--- config.mk ---
export PLATFORM = sky130hd
export DESIGN_NAME = datapath_mc
export DESIGN_NICKNAME = d
export VERILOG_FILES = /design/src/rtl/datapath_mc.sv
export SDC_FILE = /design/constraint.sdc
export NUM_CORES = 2
export LEC_CHECK = 0
export BUFFER_PORTS_ARGS = -buffer_cell sky130_fd_sc_hd__buf_2
export CAP_MARGIN = 20
export CORE_ASPECT_RATIO = 1.2
export CORE_MARGIN = 2
export CORE_UTILIZATION = 55
export CTS_CLUSTER_DIAMETER = 100
export CTS_CLUSTER_SIZE = 16
export DETAILED_ROUTE_END_ITERATION = 8
export PLACE_DENSITY = 0.7
export SLEW_MARGIN = 10
export SYNTH_ARGS = -nofsm -noshare
export SYNTH_HDL_FRONTEND = slang
export SYNTH_SLANG_ARGS = --single-unit
--- constraint.sdc ---
create_clock -name clk -period 73.9 [get_ports clk]
set_input_delay 7.39 -clock clk [delete_from_list [all_inputs] [get_ports clk]]
set_output_delay 7.39 -clock clk [all_outputs]
set_load 0.02 [all_outputs]
--- src/rtl/datapath_mc.sv ---
// Multicycle RV32 datapath slice: inter-cycle registers, register file,
// immediate extender, ALU and muxes, all steered by an external controller.
module datapath_mc #(
   parameter int               XLEN     = 32,
   parameter logic [XLEN-1:0]  PC_RESET = '0
) (
   input  logic            clk,
   input  logic            rst,
   input  logic            PCWrite,
   input  logic            IRWrite,
   input  logic            RegWrite,
   input  logic            AdrSrc,
   input  logic [1:0]      ResultSrc,
   input  logic [1:0]      ALUSrcA,
   input  logic [1:0]      ALUSrcB,
   input  logic [2:0]      ImmSrc,
   input  logic [2:0]      ALUControl,
   input  logic [XLEN-1:0] mem_rdata,
   output logic [XLEN-1:0] mem_adr,
   output logic [XLEN-1:0] mem_wdata,
   output logic [6:0]      op,
   output logic [2:0]      func3,
   output logic [6:0]      func7,
   output logic            Zero,
   output logic            lt
);

   logic [XLEN-1:0] pc, old_pc, ir, data, a, b, alu_out;
   logic [XLEN-1:0] rf [32];
   logic [XLEN-1:0] rd1, rd2, imm_ext, src_a, src_b, alu_result, result;
   logic [4:0]      rs1, rs2, rd;

   assign rs1   = ir[19:15];
   assign rs2   = ir[24:20];
   assign rd    = ir[11:7];
   assign op    = ir[6:0];
   assign func3 = ir[14:12];
   assign func7 = ir[31:25];

   // x0 is forced to zero on read; no bypass from the write port.
   assign rd1 = (rs1 == 5'd0) ? '0 : rf[rs1];
   assign rd2 = (rs2 == 5'd0) ? '0 : rf[rs2];

   always_comb begin
      imm_ext = '0;
      case (ImmSrc)
         3'b000: imm_ext = {{20{ir[31]}}, ir[31:20]};
         3'b001: imm_ext = {{20{ir[31]}}, ir[31:25], ir[11:7]};
         3'b010: imm_ext = {{20{ir[31]}}, ir[7], ir[30:25], ir[11:8], 1'b0};
         3'b011: imm_ext = {{12{ir[31]}}, ir[19:12], ir[20], ir[30:21], 1'b0};
         3'b100: imm_ext = {ir[31:12], 12'b0};
         default: imm_ext = '0;
      endcase
   end

   always_comb begin
      src_a = '0;
      case (ALUSrcA)
         2'b00:   src_a = pc;
         2'b01:   src_a = old_pc;
         2'b10:   src_a = a;
         default: src_a = '0;
      endcase
      src_b = '0;
      case (ALUSrcB)
         2'b00:   src_b = b;
         2'b01:   src_b = imm_ext;
         2'b10:   src_b = XLEN'(4);
         default: src_b = '0;
      endcase
   end

   // True signed compare on the ALU inputs, independent of the operation.
   assign lt = $signed(src_a) < $signed(src_b);

   always_comb begin
      alu_result = '0;
      case (ALUControl)
         3'b000:  alu_result = src_a + src_b;
         3'b001:  alu_result = src_a - src_b;
         3'b010:  alu_result = src_a & src_b;
         3'b011:  alu_result = src_a | src_b;
         3'b111:  alu_result = src_a ^ src_b;
         3'b100:  alu_result = src_b;
         3'b101:  alu_result = {{(XLEN-1){1'b0}}, lt};
         default: alu_result = '0;
      endcase
   end

   assign Zero = (alu_result == '0);

   always_comb begin
      result = '0;
      case (ResultSrc)
         2'b00:   result = alu_out;
         2'b01:   result = data;
         2'b10:   result = alu_result;
         default: result = '0;
      endcase
   end

   assign mem_adr   = AdrSrc ? result : pc;
   assign mem_wdata = b;

   // OldPC captures the pre-edge PC even when PCWrite fires on the same edge.
   always_ff @(posedge clk or posedge rst) begin
      if (rst) begin
         pc      <= PC_RESET;
         old_pc  <= '0;
         ir      <= '0;
         data    <= '0;
         a       <= '0;
         b       <= '0;
         alu_out <= '0;
      end else begin
         if (PCWrite) pc <= result;
         if (IRWrite) begin
            ir     <= mem_rdata;
            old_pc <= pc;
         end
         data    <= mem_rdata;
         a       <= rd1;
         b       <= rd2;
         alu_out <= alu_result;
      end
   end

   always_ff @(posedge clk or posedge rst) begin
      if (rst) begin
         for (int i = 0; i < 32; i++) rf[i] <= '0;
      end else if (RegWrite && (rd != 5'd0)) begin
         rf[rd] <= result;
      end
   end

endmodule

==> impl_metrics.csv <==
group,metric,value,unit
sta,drv_slew,0,
run_status,status,"complete, no violations",
place,port_buffers,132,
cells_and_area,fin_nets,6201,
cts,clk_latency,0.75,ns
sta,tightest_slew,1.237,ns
yosys,synth_most_common_cell,"dfrtp_1",
yosys,synth.top_cell.area_share,46.51,%
sta,setup_viol,0,
routing,viasPerCell,6.816,
cells_and_area,fin_cells,7705,
sta,rsz0062_at_grt,"false",
floorplan,io_pins,133,
cells_and_area,final_util,58.87,%
cts,clk_pin_slew,0.07,ns
min_path,min_from,"rf[1008]",
cts,cts_hold_buf,0,
power,p_seq_share,46.2,%
yosys,avgSynthCellArea,10.61,sq um
critical_path,worst_setup_path_end_kind,"output pin",
critical_path,path_class,"in -> out",
floorplan,die-area,0.1249,sq mm
grt,grt_max_degree,169,
cells_and_area,final_layout_size_suffix_gt1_share,18.78,%
yosys,yosysWarnings,0,
power,vdd_ir_drop_max,22.33,uV
grt,overflow,0,
cells_and_area,area_growth,6.280,%
critical_path,crit_required,66.51,ns
critical_path,critical_path.startpoint,"ALUSrcA[0]",
place,dp_hpwl,144.8,mm
grt,antenna_found_initial,15,
power,intPower,1.519,mW
power,combPwrFrac,33.9,%
yosys,synthCells,6328,
min_path,hold_path.class,"reg -> reg",
sta,max_freq,0.04620,GHz
job,cap_violations,0,
cts,cts-resized-gates,0,
critical_path,cp-start-kind,"input pin",
critical_path,rr_worst_depth,17,
place,gp_congestion,1.033,
min_path,min_to,"rf[1008]",
cts,htree_levels,3,
cts,cts-root-buf,"clkbuf_16",
power,p_sw,851.6,uW
cts,cts.sinks,1248,
power,p_clk_share,19.9,%
critical_path,reg2reg_slack,67.63,ns
yosys,synth-edff-count,0,
sta,maxSlewHeadroom,17.42,%
yosys,synthTopCellsByArea,"dfrtp_1 (47%), mux4_2 (16%), a21oi_1 (6.4%)",
sta,period_needed,21.64,ns
routing,wirelength,232.6,mm
critical_path,critical_path_arrival,14.25,ns
grt,grtUsageTotal,37.40,%
yosys,synthDistinctLibCells,97,
routing,drtIter0Drc,6491,
sta,totalNegativeSetupSlack,0,ns
power,p_per_area,33.23,mW/mm^2
yosys,async_flop_share,100.0,%
power,p_leak,30.34,nW
routing,avgRoutedWirePerCell,30.19,um
yosys,syn_area,0.06714,sq mm
critical_path,worst_r2r_endpoint,"rf[949]",
min_path,hold_depth,0,
critical_path,r2r_start,"ir[31]",
critical_path,worst-path-max-fanout,33,
floorplan,num_rows,140,
floorplan,start_util,55.39,%
cts,cts_tree,"done",
yosys,synth_nets,6480,
floorplan,die_h,386.7,um
routing,firstDrtPassIters,5,
yosys,yosysTopAreaCell,"dfrtp_1",
routing,drc_errors,0,
sta,setup_slack,52.26,ns
floorplan,die_w,323.0,um
grt,grt_pass1_wl,342.7,mm
sta,skew,0.06087,ns
cts,post_cts_buffers,0,
routing,num_vias,52520,
power,power,2.371,mW
yosys,ys_top_cells_by_count,"dfrtp_1 (1248), nor2_1 (945), a21oi_1 (860), mux4_2 (481), clkbuf_1 (471)",
cts,cts_made_buffers,89,
yosys,ys.flop_type,"dfrtp_1",
yosys,seq_area_frac_synth,46.51,%
grt,grt_pass1_vias,51640,
floorplan,core_area,0.1212,sq mm
routing,postRouteAntennaNets,0,
cts,cts_buffer_depth,3,
power,p_sw_share,35.92,%
sta,hold_viol,0,
place,dpl_worst_slack,52.39,ns
sta,min_period_over_period,29.29,%
yosys,ys_seq_elements,1248,
place,placed_cells,7585,
==> stage by stage <==
stage               cell area (sq um)  hold slack (ns)
global placement                68760           0.3791
global route                    71350           0.4143
floorplan                       67140           0.4413
CTS                             71200           0.4035
finish                          71360           0.4040
detailed placement              68760           0.3879
==> kinds of logic after synthesis <==
group	count (synthesis)	synth area share [%]
AO/OA/AOI/OAI	1755	15.18
AND/OR/NAND/NOR	1604	9.830
flip-flops	1248	46.51
multiplexers	840	21.76
buffers and inverters	765	4.612
adder cells (fa/ha/maj)	102	1.923
XOR/XNOR	14	0.1826
==> power by group through the flow <==
stage	Combinational [mW]	Clock (mW)	Sequential, mW
6_report	0.803	0.472	1.10
5_1_grt	0.870	0.501	1.12
4_1_cts	0.792	0.476	1.09
3_5_place_dp	0.789	0	1.10
3_3_place_gp	0.772	0	1.08
2_1_floorplan	0.601	0	1.04
==> cells in the final DEF (no fill, tap or decap), drive strengths merged, types with 13 or more instances in the layout <==
cell type and count:
inv 122, mux4 481, a211oi 44, a21o 41
a31oi 50, clkbuf 100, o22ai 88, o211ai 21
o31ai 13, nor2 945, nor4 17, nor3 54
o221ai 39, mux2 142, a22oi 17, o21ai 420
nand4 13, mux2i 217, dfrtp 1248, nor2b 19
a211o 17, a22o 19, nand3 22, nand2 443
a221oi 49, buf 278, ha 100, a21oi 864
nand2b 23
==> per-layer routing <==
layer  part of all wire [%]  global-route usage (%)
met4                    6.7                   22.22
met1                     37                   49.54
met5                  0.034                       0
met3                     11                   9.417
met2                     45                   55.98
==> sequential cells by signal (all words and copies together), names as in the netlist <==
name,cells
rf,1024
data,32
old_pc,32
ir,32
a,32
mem_wdata,32
alu_out,32
pc,32
==> worst max-delay path, cell delays in order <==
cell       delay (ns)
buf_2            0.09
buf_4            0.40
nor2b_2          0.56
buf_4            0.42
nand2_1          0.08
o21ai_0          0.22
ha_1             0.37
nor3b_1          0.45
o31ai_2          0.22
a2111oi_2        0.37
a21oi_2          0.17
o21ai_2          0.42
mux2_2           0.39
nor3b_1          0.94
nand4_1          0.54
nor4_1           0.41
nand4_1          0.16
nor4b_2          0.35
buf_2            0.24
==> worst max-delay path by stage <==
| stage | endpoint | slack (ns) | cells past startpoint |
|---|---|---|---|
| floorplan | a[0] | 31.34 | 1 |
| global placement | Zero | 52.33 | 18 |
| detailed placement | Zero | 52.39 | 18 |
| CTS | Zero | 52.36 | 18 |
| global route | Zero | 52.10 | 19 |
| finish | Zero | 52.26 | 19 |
==> cell type report <==
| cell class | count | area (sq um) |
|---|---|---|
| flip-flops and latches | 1248 | 31270 |
| diodes | 7 | 17.52 |
| clock buffers | 100 | 2331 |
| fillers | 10080 | 49860 |
| well taps | 1633 | 2043 |
| clock inverters | 7 | 106.4 |
| repair buffers | 278 | 1897 |
| inverters | 117 | 446.7 |
| multi-input cells | 4315 | 33250 |
No activity file was read; power rests on OpenSTA's default activity.
